[config.mk]
export PLATFORM = sky130hd
export DESIGN_NAME = multicycle_control_flat
export DESIGN_NICKNAME = d
export VERILOG_FILES = /design/src/rtl/multicycle_control_if.sv /design/src/rtl/multicycle_control.sv /design/src/flat_wrapper.sv
export SDC_FILE = /design/constraint.sdc
export NUM_CORES = 1
export LEC_CHECK = 0
export ABC_CLOCK_PERIOD_IN_PS = 3480
export CORE_MARGIN = 1.5
export CORE_UTILIZATION = 50
export CTS_BUF_LIST = sky130_fd_sc_hd__clkbuf_4 sky130_fd_sc_hd__clkbuf_8
export DETAILED_ROUTE_END_ITERATION = 8
export HOLD_SLACK_MARGIN = 0.02
export PLACE_DENSITY = 0.83
export SLEW_MARGIN = 20
export SYNTH_ARGS = -nofsm -noshare
export SYNTH_HDL_FRONTEND = slang
export SYNTH_SLANG_ARGS = --single-unit
[constraint.sdc]
create_clock -name clk -period 3.48 [get_ports clk]
set_input_delay 0.522 -clock clk [delete_from_list [all_inputs] [get_ports clk]]
set_output_delay 0.522 -clock clk [all_outputs]
set_load 0.1 [all_outputs]
[src/rtl/multicycle_control_if.sv]
// Bus between the multicycle controller and the datapath/memory side.
//   master : the controller. It takes opcode and mem_ready and drives every
//            control strobe plus the state, retire, instr_count and fault
//            status outputs.
//   slave  : the datapath/memory. It drives opcode and mem_ready and takes
//            the control strobes.
interface multicycle_control_if;
  logic [5:0]  opcode;         // IR[31:26], valid from DECODE onward
  logic        mem_ready;      // memory access completes this cycle
  logic        pc_write;       // unconditional PC load
  logic        pc_write_cond;  // PC load if ALU zero
  logic        i_or_d;         // memory address: 0 PC, 1 ALUOut
  logic        mem_read;
  logic        mem_write;
  logic        ir_write;
  logic        mem_to_reg;     // register write data: 0 ALUOut, 1 MDR
  logic        reg_dst;        // destination register: 0 rt, 1 rd
  logic        reg_write;
  logic        alu_src_a;      // 0 PC, 1 A
  logic [1:0]  alu_src_b;      // 00 B, 01 4, 10 imm, 11 imm<<2
  logic [1:0]  alu_op;         // 00 add, 01 sub, 10 funct
  logic [1:0]  pc_source;      // 00 ALU, 01 ALUOut, 10 jump target
  logic [3:0]  state;
  logic        retire;
  logic [15:0] instr_count;
  logic        fault;

  modport master (
    input  opcode, mem_ready,
    output pc_write, pc_write_cond, i_or_d, mem_read, mem_write, ir_write,
           mem_to_reg, reg_dst, reg_write, alu_src_a, alu_src_b, alu_op,
           pc_source, state, retire, instr_count, fault
  );

  modport slave (
    output opcode, mem_ready,
    input  pc_write, pc_write_cond, i_or_d, mem_read, mem_write, ir_write,
           mem_to_reg, reg_dst, reg_write, alu_src_a, alu_src_b, alu_op,
           pc_source, state, retire, instr_count, fault
  );
endinterface

[src/rtl/multicycle_control.sv]
// Multicycle MIPS-style control FSM. It supports lw, sw, R-type, beq, j and
// addi. Memory accesses (FETCH, MEMRD, MEMWR) wait for mem_ready. Each access
// may wait at most MEM_TIMEOUT cycles with mem_ready low. When that limit is
// reached the FSM enters FAULT, where it drives every control low and sets
// fault. It stays in FAULT until reset.
// Ports:
//   clk   : rising-edge clock
//   rst_n : asynchronous active-low reset; all controls read 0 while it is low
//   bus   : multicycle_control_if.master (opcode/mem_ready in; control,
//           state, retire, instr_count and fault out)
module multicycle_control #(
  parameter int MEM_TIMEOUT = 15
) (
  input  logic                 clk,
  input  logic                 rst_n,
  multicycle_control_if.master bus
);

  typedef enum logic [3:0] {
    S_FETCH  = 4'd0,
    S_DECODE = 4'd1,
    S_MEMADR = 4'd2,
    S_MEMRD  = 4'd3,
    S_MEMWB  = 4'd4,
    S_MEMWR  = 4'd5,
    S_REXEC  = 4'd6,
    S_RWB    = 4'd7,
    S_BRANCH = 4'd8,
    S_JUMP   = 4'd9,
    S_ADDIEX = 4'd10,
    S_ADDIWB = 4'd11,
    S_FAULT  = 4'd15
  } state_t;

  typedef struct packed {
    logic       pc_write;
    logic       pc_write_cond;
    logic       i_or_d;
    logic       mem_read;
    logic       mem_write;
    logic       ir_write;
    logic       mem_to_reg;
    logic       reg_dst;
    logic       reg_write;
    logic       alu_src_a;
    logic [1:0] alu_src_b;
    logic [1:0] alu_op;
    logic [1:0] pc_source;
    logic       retire;
  } ctrl_t;

  localparam logic [5:0] OP_LW    = 6'b100011;
  localparam logic [5:0] OP_SW    = 6'b101011;
  localparam logic [5:0] OP_RTYPE = 6'b000000;
  localparam logic [5:0] OP_BEQ   = 6'b000100;
  localparam logic [5:0] OP_J     = 6'b000010;
  localparam logic [5:0] OP_ADDI  = 6'b001000;

  // The counter must be able to hold MEM_TIMEOUT-1.
  localparam int            CW        = (MEM_TIMEOUT > 1) ? $clog2(MEM_TIMEOUT) : 1;
  localparam logic [CW-1:0] WAIT_LAST = CW'(MEM_TIMEOUT - 1);

  state_t        state_q, state_d;
  logic [CW-1:0] wait_q;
  logic [15:0]   count_q;
  ctrl_t         ctrl;
  ctrl_t         ctrl_out;
  logic          access;
  logic          timeout;

  assign access  = (state_q == S_FETCH) || (state_q == S_MEMRD) || (state_q == S_MEMWR);
  assign timeout = access && !bus.mem_ready && (wait_q == WAIT_LAST);

  // NOTE: every signal gets its default before the case statement. A branch
  // that leaves a signal unassigned would otherwise infer a latch. These
  // defaults also give the all-zero values for unlisted controls.
  always_comb begin
    state_d = state_q;
    ctrl    = '0;
    unique case (state_q)
      S_FETCH: begin
        ctrl.mem_read  = 1'b1;
        ctrl.alu_src_b = 2'b01;
        if (bus.mem_ready) begin
          ctrl.ir_write = 1'b1;
          ctrl.pc_write = 1'b1;
          state_d       = S_DECODE;
        end else if (timeout) begin
          state_d = S_FAULT;
        end
      end
      S_DECODE: begin
        ctrl.alu_src_b = 2'b11;
        case (bus.opcode)
          OP_LW, OP_SW: state_d = S_MEMADR;
          OP_RTYPE:     state_d = S_REXEC;
          OP_BEQ:       state_d = S_BRANCH;
          OP_J:         state_d = S_JUMP;
          OP_ADDI:      state_d = S_ADDIEX;
          default:      state_d = S_FAULT;
        endcase
      end
      S_MEMADR: begin
        ctrl.alu_src_a = 1'b1;
        ctrl.alu_src_b = 2'b10;
        state_d        = (bus.opcode == OP_LW) ? S_MEMRD : S_MEMWR;
      end
      S_MEMRD: begin
        ctrl.mem_read = 1'b1;
        ctrl.i_or_d   = 1'b1;
        if (bus.mem_ready)  state_d = S_MEMWB;
        else if (timeout)   state_d = S_FAULT;
      end
      S_MEMWB: begin
        ctrl.reg_write  = 1'b1;
        ctrl.mem_to_reg = 1'b1;
        ctrl.retire     = 1'b1;
        state_d         = S_FETCH;
      end
      S_MEMWR: begin
        ctrl.mem_write = 1'b1;
        ctrl.i_or_d    = 1'b1;
        if (bus.mem_ready) begin
          ctrl.retire = 1'b1;
          state_d     = S_FETCH;
        end else if (timeout) begin
          state_d = S_FAULT;
        end
      end
      S_REXEC: begin
        ctrl.alu_src_a = 1'b1;
        ctrl.alu_op    = 2'b10;
        state_d        = S_RWB;
      end
      S_RWB: begin
        ctrl.reg_write = 1'b1;
        ctrl.reg_dst   = 1'b1;
        ctrl.retire    = 1'b1;
        state_d        = S_FETCH;
      end
      S_BRANCH: begin
        ctrl.alu_src_a     = 1'b1;
        ctrl.alu_op        = 2'b01;
        ctrl.pc_write_cond = 1'b1;
        ctrl.pc_source     = 2'b01;
        ctrl.retire        = 1'b1;
        state_d            = S_FETCH;
      end
      S_JUMP: begin
        ctrl.pc_write  = 1'b1;
        ctrl.pc_source = 2'b10;
        ctrl.retire    = 1'b1;
        state_d        = S_FETCH;
      end
      S_ADDIEX: begin
        ctrl.alu_src_a = 1'b1;
        ctrl.alu_src_b = 2'b10;
        state_d        = S_ADDIWB;
      end
      S_ADDIWB: begin
        ctrl.reg_write = 1'b1;
        ctrl.retire    = 1'b1;
        state_d        = S_FETCH;
      end
      S_FAULT:  state_d = S_FAULT;
      // Unused codes 12-14 trap with all controls low.
      default:  state_d = S_FAULT;
    endcase
  end

  // NOTE: sequential state uses non-blocking assignments only. Every flop
  // then samples pre-edge values, so the order of the blocks does not matter.
  always_ff @(posedge clk or negedge rst_n) begin
    if (!rst_n) begin
      state_q <= S_FETCH;
      wait_q  <= '0;
      count_q <= '0;
    end else begin
      state_q <= state_d;
      if (!access || bus.mem_ready || (state_d != state_q)) wait_q <= '0;
      else                                                  wait_q <= wait_q + CW'(1);
      if (ctrl.retire) count_q <= count_q + 16'd1;
    end
  end

  // NOTE: the flops already reset to FETCH, but FETCH drives mem_read. The
  // controls are therefore also gated combinationally with rst_n. This holds
  // them low for the whole time reset is asserted, not only from the next
  // clock edge.
  assign ctrl_out = rst_n ? ctrl : '0;

  assign bus.pc_write      = ctrl_out.pc_write;
  assign bus.pc_write_cond = ctrl_out.pc_write_cond;
  assign bus.i_or_d        = ctrl_out.i_or_d;
  assign bus.mem_read      = ctrl_out.mem_read;
  assign bus.mem_write     = ctrl_out.mem_write;
  assign bus.ir_write      = ctrl_out.ir_write;
  assign bus.mem_to_reg    = ctrl_out.mem_to_reg;
  assign bus.reg_dst       = ctrl_out.reg_dst;
  assign bus.reg_write     = ctrl_out.reg_write;
  assign bus.alu_src_a     = ctrl_out.alu_src_a;
  assign bus.alu_src_b     = ctrl_out.alu_src_b;
  assign bus.alu_op        = ctrl_out.alu_op;
  assign bus.pc_source     = ctrl_out.pc_source;
  assign bus.retire        = ctrl_out.retire;
  assign bus.state         = state_q;
  assign bus.instr_count   = count_q;
  // FAULT is only left through reset, so this flag stays set once raised.
  assign bus.fault         = (state_q == S_FAULT);

endmodule
[src/flat_wrapper.sv]
// flat-port wrapper written by rule: the top's interface ports become plain ports
module multicycle_control_flat 
#(
  parameter int MEM_TIMEOUT = 15
)
  (clk, rst_n, bus_opcode, bus_mem_ready, bus_pc_write, bus_pc_write_cond, bus_i_or_d, bus_mem_read, bus_mem_write, bus_ir_write, bus_mem_to_reg, bus_reg_dst, bus_reg_write, bus_alu_src_a, bus_alu_src_b, bus_alu_op, bus_pc_source, bus_state, bus_retire, bus_instr_count, bus_fault);
  multicycle_control_if bus_i ();
  input  logic clk;
  input  logic rst_n;
  input wire logic [$bits(bus_i.opcode)-1:0] bus_opcode;
  input wire logic [$bits(bus_i.mem_ready)-1:0] bus_mem_ready;
  output wire logic [$bits(bus_i.pc_write)-1:0] bus_pc_write;
  output wire logic [$bits(bus_i.pc_write_cond)-1:0] bus_pc_write_cond;
  output wire logic [$bits(bus_i.i_or_d)-1:0] bus_i_or_d;
  output wire logic [$bits(bus_i.mem_read)-1:0] bus_mem_read;
  output wire logic [$bits(bus_i.mem_write)-1:0] bus_mem_write;
  output wire logic [$bits(bus_i.ir_write)-1:0] bus_ir_write;
  output wire logic [$bits(bus_i.mem_to_reg)-1:0] bus_mem_to_reg;
  output wire logic [$bits(bus_i.reg_dst)-1:0] bus_reg_dst;
  output wire logic [$bits(bus_i.reg_write)-1:0] bus_reg_write;
  output wire logic [$bits(bus_i.alu_src_a)-1:0] bus_alu_src_a;
  output wire logic [$bits(bus_i.alu_src_b)-1:0] bus_alu_src_b;
  output wire logic [$bits(bus_i.alu_op)-1:0] bus_alu_op;
  output wire logic [$bits(bus_i.pc_source)-1:0] bus_pc_source;
  output wire logic [$bits(bus_i.state)-1:0] bus_state;
  output wire logic [$bits(bus_i.retire)-1:0] bus_retire;
  output wire logic [$bits(bus_i.instr_count)-1:0] bus_instr_count;
  output wire logic [$bits(bus_i.fault)-1:0] bus_fault;
  assign bus_i.opcode = bus_opcode;
  assign bus_i.mem_ready = bus_mem_ready;
  assign bus_pc_write = bus_i.pc_write;
  assign bus_pc_write_cond = bus_i.pc_write_cond;
  assign bus_i_or_d = bus_i.i_or_d;
  assign bus_mem_read = bus_i.mem_read;
  assign bus_mem_write = bus_i.mem_write;
  assign bus_ir_write = bus_i.ir_write;
  assign bus_mem_to_reg = bus_i.mem_to_reg;
  assign bus_reg_dst = bus_i.reg_dst;
  assign bus_reg_write = bus_i.reg_write;
  assign bus_alu_src_a = bus_i.alu_src_a;
  assign bus_alu_src_b = bus_i.alu_src_b;
  assign bus_alu_op = bus_i.alu_op;
  assign bus_pc_source = bus_i.pc_source;
  assign bus_state = bus_i.state;
  assign bus_retire = bus_i.retire;
  assign bus_instr_count = bus_i.instr_count;
  assign bus_fault = bus_i.fault;
  multicycle_control #(.MEM_TIMEOUT(MEM_TIMEOUT)) u_core (.clk(clk), .rst_n(rst_n), .bus(bus_i));
endmodule
### Word level (Yosys, flattened, before mapping)

Index checks and enable logic that the tools add are counted.

| word-level totals | value |
|---|---|
| register bits | 24 |
| output and inout port bits | 38 |

| cells by class | value |
|---|---|
| $add $sub $neg | 2 |
| equality and inequality tests | 19 |
| multiplexer cells | 24 |
| reduce and logical (&&, ||, !) cells | 17 |

Operator list:

| cell | number |
|---|---|
| case mux 4 bit (8 select lines) | 1 |
| == test 4 bit (second input constant) | 6 |
| 2-to-1 mux 4 bit | 5 |
| case mux 4 bit (5 select lines) | 1 |
| 2-to-1 mux 17 bit | 1 |
| adder 16 x 1 -> 16 bit (second input constant) | 1 |
| == test 4 x 3 -> 1 bit (second input constant) | 4 |
| == test 6 bit (second input constant) | 2 |
| 2-to-1 mux 1 bit | 10 |
| == test 4 x 2 -> 1 bit (second input constant) | 2 |
| case mux 2 bit (2 select lines) | 2 |
| OR reduction 2 bit | 4 |
| == test 6 x 2 -> 1 bit (second input constant) | 1 |
| == test 6 x 3 -> 1 bit (second input constant) | 1 |
| == test 6 x 4 -> 1 bit (second input constant) | 1 |
| zero test 6 bit | 1 |
| case mux 2 bit (3 select lines) | 1 |
| OR reduction 5 bit | 1 |
| adder 4 x 1 -> 4 bit (second input constant) | 1 |
| == test 4 x 1 -> 1 bit (second input constant) | 1 |
| zero test 4 bit | 1 |
| logical OR 1 bit | 4 |
| != test 4 bit | 1 |
| case mux 1 bit (2 select lines) | 2 |
| 5 further kinds | 7 |

### Logic depth before layout (Yosys ltp)

Gate-level depths: netlist of the first run.

| logic depth | value |
|---|---|
| depth in word-level cells | 11 |
| depth in mapped cells | 6 |
| depth with buffers taken out | 6 |

### Worst setup path after synthesis of the first run

OpenSTA, ideal clock, no wires.

| timing | value |
|---|---|
| path kind | reg-to-output |
| start | register u_core.state_q[3] (netlist: u_core.bus.state[3]) |
| end | output bus_alu_op[0] |
| arrival time | 4.183 ns |
| required time | 2.958 ns |
| path slack | -1.225 ns |
| cell stages (with the launch flop) | 6 |
| path buffers | 2 |
| cells stage by stage | dfrtp_1 > buf_2 > nor2b_1 > nand2_1 > nor3_1 > buf_4 |

| on the way | value |
|---|---|
| longest elaborated chain between the ends | 3 |
| elaborated cells on any way between the ends | 4 |
| classes of those cells | 2 x eq/ne; 2 x mux |

RTL lines:

| what | line | RTL |
|---|---|---|
| from (decl) | multicycle_control.sv:63 | `state_t state_q, state_d;` |
| from (signal assigned) | multicycle_control.sv:179 | `state_q <= state_d;` |
| == test 4 bit / == test 4 x 3 -> 1 bit (equally long branches) | multicycle_control.sv:80 | `unique case (state_q)` |
| case mux 2 bit (2 select lines) (*) | multicycle_control.sv:80 |  |
| 2-to-1 mux 17 bit (*) | multicycle_control.sv:190 | `assign ctrl_out = rst_n ? ctrl : '0;` |
| to (decl) | flat_wrapper.sv:23 | `output wire logic [$bits(bus_i.alu_op)-1:0] bus_alu_op;` |

Every way passes the cells marked *; elsewhere a longest branch is shown, timed or not.

### Worst setup path after layout of the first run

| timing | value |
|---|---|
| start | register u_core.state_q[1] (netlist: u_core.bus.state[1]) |
| end | output bus_retire |

| on the way | value |
|---|---|
| longest elaborated chain between the ends | 4 |
| elaborated cells on any way between the ends | 9 |
| classes of those cells | 6 x eq/ne; 2 x mux; 1 x reduce/logical |

RTL lines:

| what | line | RTL |
|---|---|---|
| == test 4 bit / == test 4 x 3 -> 1 bit (equally long branches) | multicycle_control.sv:80 |  |
| OR reduction 5 bit (no line) | n/a |  |
| case mux 1 bit (2 select lines) (*) | multicycle_control.sv:80 |  |
| 2-to-1 mux 17 bit (*) | multicycle_control.sv:190 |  |
| to (decl) | flat_wrapper.sv:26 | `output wire logic [$bits(bus_i.retire)-1:0] bus_retire;` |

Marks and branches as above.

==> results.json, run 1 <==
{
  "netlist_area_sq_um": 1580,
  "wire_per_inst_microns": 14.8,
  "dp_cells": 259,
  "total_power_mw": 2.19,
  "grt_pass1_vias": 1394,
  "grt_pass1_wl_microns": 6440,
  "ctsResizeCount": 0,
  "synthFlopType": "dfrtp_1",
  "via_per_inst": 5.68,
  "clock-skew-final_ns": 0.00595,
  "clkTransAtPathRegs_ns": 0.12,
  "grt_start_max_net_pins": 22,
  "synthTopCellsByArea": "dfrtp_1 (38%), xor2_1 (7.8%), nor2_1 (4.8%)",
  "hp-class": "flop to flop",
  "final_common_cell": "clkdlybuf4s50_1",
  "synth_top_cell_by_area": "dfrtp_1",
  "pwr_density_cell_nw_per_um2": 958,
  "worstPathMaxFanout": 21,
  "drc_errors": 0,
  "yosysSeqAreaShare_pct": 38.1,
  "syn_area_per_cell_sq_um": 8.96,
  "core-area_sq_um": 3030,
  "final_antenna_net_count": 0,
  "syn-num-nets": 188,
  "hpwlAfterDp_microns": 2900,
  "rsz0062_at_grt": "no",
  "worstSetupPathType": "flop to primary output",
  "power_frac_comb_pct": 70.3,
  "max_cap_violations": 0,
  "io_buffers": 46,
  "worst_pin_slew_ns": 0.983,
  "pre_cts_slack_ns": 0.877,
  "synth_cells": 176,
  "setup_viol": 0,
  "cts_buffer_depth": 2,
  "max_slew_margin_pct": 34.3,
  "synth.top_cell.area_share_pct": 38.1,
  "cts.sinks": 24,
  "timing.final.ws_setup_ns": 0.642,
  "num_io_pins": 47,
  "holdBufCountCts": 0,
  "cts_buffers": 3,
  "drive_above_1_share_pct": 19.6,
  "die-area_sq_um": 3500,
  "irDropWorstVdd_mv": 0.724,
  "die_w_microns": 59.2,
  "required_ns": 2.96,
  "via_count": 1494,
  "seqPwrFrac_pct": 23.4,
  "placed_cell_area_sq_um": 2250,
  "ys_types": 44,
  "synth-edff-count": 0,
  "grt_overflow": 0,
  "net-switching-power_mw": 1.34,
  "p_int_mw": 0.855,
  "hold_slack_ns": 0.477,
  "h-tree-depth": 1,
  "place_congestion": 0.875,
  "layout_common_cells": "clkdlybuf4s50_1 (25), dfrtp_1 (24), nor2_1 (18)",
  "nFillCells": 202,
  "cts_tree": "built",
  "start_kind": "flop",
  "cts_root_buf": "clkbuf_4",
  "wl_microns": 3890,
  "fin_crit_sh_pct": 81.6,
  "syn_to_final_growth_pct": 45.0,
  "start_util_pct": 52.1,
  "leakage_nw": 0.975,
  "clock_latency_ns": 0.31,
  "fin_nets": 232,
  "drtPass1Iterations": 4,
  "cp.arrival_ns": 2.32,
  "status": "completed",
  "pwr-share-clk_pct": 6.4,
  "drt-initial-drc-count": 61,
  "cp-end-kind": "primary output",
  "layoutNonFillerInstCount": 263,
  "async_flop_share_pct": 100,
  "post-cts-setup-buffers": 0,
  "diodes": 0,
  "min_period_ns": 2.84,
  "fp.dieH_microns": 59.2,
  "p_sw_share_pct": 61.0,
  "rows": 20,
  "track_usage_pct": 23.8,
  "max_freq_mhz": 352,
  "maxSlewViolCount": 0,
  "postLayoutCellArea_sq_um": 2290,
  "yosys_warnings": 0,
  "hold_viol_final": 0,
  "antenna_found_initial": 0,
  "ys_ff_latch": 24
}
[synthesized netlist by cell type, types with 2 or more instances]
cell type and number:
dfrtp_1 24, nor2_1 20, nand2_1 16, xor2_1 14, nand3_1 12, nor3_1 10
xnor2_1 7, a21oi_1 6, clkbuf_1 4, nand4_1 4, nor4_2 4, o21ai_0 4
buf_2 3, ha_1 3, inv_1 3, or2_1 3, or4_1 3, a211oi_1 2
a21boi_0 2, a31oi_1 2, and3_1 2, buf_4 2, nand2b_1 2, nor2b_1 2
o211ai_1 2, or3_1 2
[final timing paths]
| check | start | endpoint | slack [ns] | cells after the start |
|---|---|---|---|---|
| max | u_core.bus.state[1] | bus_retire | 0.64 | 4 |
| min | u_core.bus.instr_count[15] | u_core.bus.instr_count[15] | 0.48 | 1 |
| max reg2reg | u_core.bus.state[1] | u_core.bus.instr_count[8] | 1.01 | 4 |
| min reg2reg | u_core.bus.instr_count[15] | u_core.bus.instr_count[15] | 0.48 | 1 |
| max in group asynchronous | rst_n | u_core.bus.instr_count[2] | 2.60 | 2 |
| min in group asynchronous | rst_n | u_core.wait_q[3] | 0.67 | 2 |
[critical path: stages (launching register included)]
cell and delay (ns):
dfrtp_1 0.88, nand2b_1 0.42, o2111a_1 0.32, and2_1 0.20
buf_12 0.18
[layout make-up]
class / instances / area, sq um / share of cell area (%)
tap: 44 / 55.1 / 2.41
sequential: 24 / 601 / 26.2
inverter: 3 / 11.3 / 0.492
multi-input combinational: 140 / 950 / 41.5
clock buffer: 4 / 36.3 / 1.59
timing repair buffer: 48 / 636 / 27.8
[kinds of logic (layout without fill, tap and decap cells)]
logic type                 count (synthesis)  count (layout)  share of synthesized area [%]
buffers and inverters                     12              55                           3.57
DFF                                       24              24                           38.1
adders and majority gates                  3               3                           2.38
AOI/OAI and AO/OA                         26              26                           12.4
and+or+nand+nor                           90              90                           32.0
xor gates and xnor gates                  21              21                           11.7
[power groups by stage]
stage	clock network, mW	logic, mW	registers (mW)
floorplan	0	0.830	0.803
global placement	0	1.51	0.503
detailed placement	0	1.53	0.513
CTS	0.144	1.54	0.507
global route	0.154	1.61	0.527
finish	0.140	1.54	0.512
[sequential cells by signal (all words and copies together), names as in the netlist]
signal                  count
u_core.wait_q               4
u_core.bus.state            4
u_core.bus.instr_count     16
[layer usage]
layer  track usage [%]  wire length (microns)
met1              32.0                   1730
met3              3.71                    174
met2              40.6                   1950
met4              5.19                     36
met5                 0                      0
[metrics by stage]
stage	TNS [ns]	utilization, %
after detailed placement	0	74.4
final	0	75.6
after CTS	0	75.6
after floorplan	-0.528	-
after global placement	0	74.4
after global routing	0	75.6
Note: power is estimated with default switching activity, not from simulation.
==> run 2: changes to the inputs <==
Settings changed: ABC_CLOCK_PERIOD_IN_PS 3480 to 2400, CORE_UTILIZATION 50 to 44, PLACE_DENSITY 0.83 to 0.77.
Clock period 3.48 ns to 2.4 ns, I/O delays scaled along.
==> results.json, run 2 (synthesis gave the netlist of run 1 again) <==
{
  "status": "completed",
  "clock_latency_ns": 0.31,
  "setup_viol": 0,
  "hold_viol_final": 0,
  "max_cap_violations": 0,
  "maxSlewViolCount": 0,
  "hold_slack_ns": 0.496,
  "drive_above_1_share_pct": 35.6,
  "core-area_sq_um": 3390,
  "holdBufCountCts": 0,
  "start_kind": "flop",
  "wl_microns": 3950,
  "cts_tree": "built",
  "cp-end-kind": "primary output",
  "max_slew_margin_pct": 67.7,
  "worstPathMaxFanout": 15,
  "num_io_pins": 47,
  "layoutNonFillerInstCount": 268,
  "cts_buffer_depth": 2,
  "hp-class": "flop to flop",
  "drc_errors": 0,
  "seq_area_sq_um": 616,
  "path_cells": "nand2b_2, o2111a_1, and2_1, buf_12",
  "final_antenna_net_count": 0,
  "fp.dieH_microns": 62.9,
  "r2r-end": "u_core.bus.instr_count[9]",
  "min_period_ns": 2.28,
  "fin_crit_sh_pct": 94.8,
  "fin_nets": 235,
  "drt-initial-drc-count": 44,
  "holdPathEnd": "u_core.bus.instr_count[15]",
  "cts.sinks": 24,
  "worst_pin_slew_ns": 0.479,
  "critPathSlowestCell": "dfrtp_4",
  "ctsResizeCount": 0,
  "r2r-start": "u_core.bus.state[1]",
  "via_count": 1496,
  "drtPass1Iterations": 4,
  "pwr_density_cell_nw_per_um2": 1400,
  "multi_input_area_sq_um": 1050,
  "ff2ff_setup_slack_ns": 0.53,
  "placed_cell_area_sq_um": 2360,
  "io_buffers": 46,
  "wire_per_inst_microns": 14.7,
  "post-cts-setup-buffers": 0,
  "cts_root_buf": "clkbuf_4",
  "final_common_cell": "buf_4",
  "postLayoutCellArea_sq_um": 2400,
  "grt_pass1_wl_microns": 6670,
  "layout_common_cells": "buf_4 (25), dfrtp_1 (20), buf_12 (18)",
  "rr_worst_depth": 6,
  "slowest_delay_ns": 0.58,
  "die-area_sq_um": 3950,
  "leakage_nw": 1.04,
  "cp.arrival_ns": 1.92,
  "worstSetupPathType": "flop to primary output",
  "timing.final.ws_setup_ns": 0.124,
  "total_power_mw": 3.35,
  "die_w_microns": 62.9,
  "path_buf_inv": 1,
  "place_congestion": 0.840,
  "max_freq_mhz": 439,
  "pre_cts_slack_ns": 0.231,
  "critical_path.top_delay_family": "flip-flops",
  "grt_pass1_vias": 1392,
  "start_util_pct": 46.5,
  "grt_overflow": 0,
  "irDropWorstVdd_mv": 1.07,
  "syn_to_final_growth_pct": 51.9,
  "largest_register_ffs": 16,
  "cts_buffers": 3,
  "hold_start": "u_core.bus.instr_count[15]",
  "required_ns": 2.04,
  "h-tree-depth": 1,
  "nFillCells": 240,
  "hpwlAfterDp_microns": 3090,
  "rows": 21,
  "hold_depth": 1,
  "dp_cells": 264,
  "clkTransAtPathRegs_ns": 0.13,
  "via_per_inst": 5.58,
  "grt_start_max_net_pins": 22,
  "diodes": 0,
  "antenna_found_initial": 0,
  "clock-skew-final_ns": 0.00713,
  "track_usage_pct": 20.7,
  "rsz0062_at_grt": "no"
}
## run 2: worst max-delay path by stage
| stage | slack [ns] | to | start | cells after the start |
|---|---|---|---|---|
| floorplan | -0.17 | bus_alu_op[0] | u_core.bus.state[2] | 5 |
| global placement | 0.27 | bus_mem_to_reg | rst_n | 4 |
| detailed placement | 0.23 | bus_mem_to_reg | rst_n | 4 |
| CTS | 0.02 | bus_retire | u_core.bus.state[0] | 4 |
| global route | 0.04 | bus_retire | u_core.bus.state[1] | 5 |
| finish | 0.12 | bus_retire | u_core.bus.state[1] | 4 |
## run 2: metrics by stage
step                      TNS [ns]  utilization (%)
after floorplan             -0.248                -
after global placement           0             69.5
final                            0             70.7
after global routing             0             70.7
after CTS                        0             70.6
after detailed placement         0             69.5
## run 2: cell type report
cell class	count	area share (%)
Sequential cell	24	25.7
Clock buffer	4	1.51
Inverter	3	0.470
Multi-Input combinational cell	140	43.7
Tap cell	46	2.40
Timing Repair Buffer	51	26.2
## run 2: per-layer routing
layer  vias to the layer above  wire [microns]  global-route usage [%]
li1                        719               -                       -
met3                         2             161                    2.88
met2                        44            2000                    34.6
met4                         0              18                    4.44
met5                         -               0                       0
met1                       731            1770                    28.7
## run 2: power breakdown
part / total [mW] / switching (mW) / internal (mW)
sequential: 0.773 / 0.254 / 0.518
combinational: 2.36 / 1.66 / 0.701
clock: 0.210 / 0.117 / 0.0926
total: 3.35 / 2.03 / 1.31
==> run 3: changes to the inputs <==
Settings changed: CORE_UTILIZATION 44 to 23, PLACE_DENSITY 0.77 to 0.45, RECOVER_POWER set to 50.
==> results.json, run 3 (synthesis gave the netlist of run 1 again) <==
{
  "die-area_sq_um": 7370,
  "cp.arrival_ns": 1.94,
  "maxSlewViolCount": 0,
  "max_slew_margin_pct": 22.6,
  "holdBufCountCts": 0,
  "grt_overflow": 0,
  "drc_errors": 0,
  "path_cells": "nand2b_1, o2111a_1, and2_1, buf_12",
  "post-cts-setup-buffers": 0,
  "dp_cells": 300,
  "status": "completed",
  "irDropWorstVdd_mv": 0.824,
  "fin_tns_setup_ns": 0,
  "syn_to_final_growth_pct": 51.6,
  "placed_cell_area_sq_um": 2410,
  "cts_buffer_depth": 2,
  "postLayoutCellArea_sq_um": 2390,
  "r2r-start": "u_core.bus.state[0]",
  "antenna_found_initial": 0,
  "cp-end-kind": "primary output",
  "hp-class": "flop to flop",
  "place_congestion": 0.768,
  "via_per_inst": 4.79,
  "fp.dieH_microns": 85.8,
  "rows": 30,
  "largest_register_ffs": 16,
  "hold_viol_final": 0,
  "hold_slack_ns": 0.487,
  "grt_start_max_net_pins": 18,
  "drt-initial-drc-count": 80,
  "critPathSlowestCell": "dfrtp_4",
  "slowest_delay_ns": 0.58,
  "leakage_nw": 0.973,
  "clkTransAtPathRegs_ns": 0.08,
  "timing.final.ws_setup_ns": 0.0977,
  "cts_tree": "built",
  "num_io_pins": 47,
  "die_w_microns": 85.8,
  "grt_pass1_vias": 1376,
  "pwr_density_cell_nw_per_um2": 1400,
  "wire_per_inst_microns": 13.5,
  "rsz0062_at_grt": "no",
  "min_period_ns": 2.30,
  "layoutNonFillerInstCount": 304,
  "hold_start": "u_core.bus.instr_count[15]",
  "io_buffers": 46,
  "final_antenna_net_count": 0,
  "ctsResizeCount": 0,
  "start_kind": "flop",
  "wl_microns": 4090,
  "setup_viol": 0,
  "worst_pin_slew_ns": 1.17,
  "max_cap_violations": 0,
  "clock_latency_ns": 0.26,
  "start_util_pct": 23.5,
  "core-area_sq_um": 6720,
  "worstSetupPathType": "flop to primary output",
  "max_freq_mhz": 434,
  "cts_buffers": 3,
  "h-tree-depth": 1,
  "diodes": 0,
  "cts.sinks": 24,
  "timing.critical_path.from": "u_core.bus.state[0]",
  "cts_root_buf": "clkbuf_8",
  "hpwlAfterDp_microns": 3260,
  "drive_above_1_share_pct": 26.8,
  "grt_pass1_wl_microns": 6910,
  "drtPass1Iterations": 4,
  "worstPathMaxFanout": 17,
  "track_usage_pct": 11.6,
  "clock-skew-final_ns": 0.00455,
  "final_util_pct": 35.6,
  "path_buf_inv": 1,
  "total_power_mw": 3.35,
  "fin_crit_sh_pct": 95.9,
  "layout_common_cells": "clkbuf_1 (20), dfrtp_1 (20), buf_12 (18)",
  "required_ns": 2.04,
  "via_count": 1455,
  "pre_cts_slack_ns": 0.274,
  "fin_nets": 237,
  "critical_path.top_delay_family": "flip-flops"
}
run 3: power by group:
| group | internal, mW | switching [mW] |
|---|---|---|
| combinational | 0.649 | 1.69 |
| clock | 0.146 | 0.123 |
| sequential | 0.519 | 0.229 |
run 3: worst paths after layout:
path	to	slack [ns]	depth (start not counted)
min in group asynchronous	u_core.bus.instr_count[2]	0.69	2
worst max-delay path	bus_retire	0.1	4
max in group asynchronous	u_core.bus.instr_count[9]	0.76	3
worst max register to register	u_core.bus.instr_count[9]	0.43	5
worst min-delay path	u_core.bus.instr_count[15]	0.49	1
worst min register to register	u_core.bus.instr_count[15]	0.49	1
run 3: per-layer routing:
layer / wire [microns] / share of wire, % / global-route usage, % / vias up
met4: 47 / 1.1 / 2.35 / 0
met2: 1920 / 47 / 18.5 / 36
met1: 1990 / 49 / 16.7 / 692
li1: - / - / - / 722
met3: 139 / 3.4 / 1.83 / 5
met5: 0 / 0 / 0 / -
run 3: final cells by class:
cell class	count	area, sq um
Clock buffer	4	55.1
Tap cell	80	100
Sequential cell	24	616
Fill cell	680	4330
Timing Repair Buffer	53	566
Inverter	3	11.3
Multi-Input combinational cell	140	1040
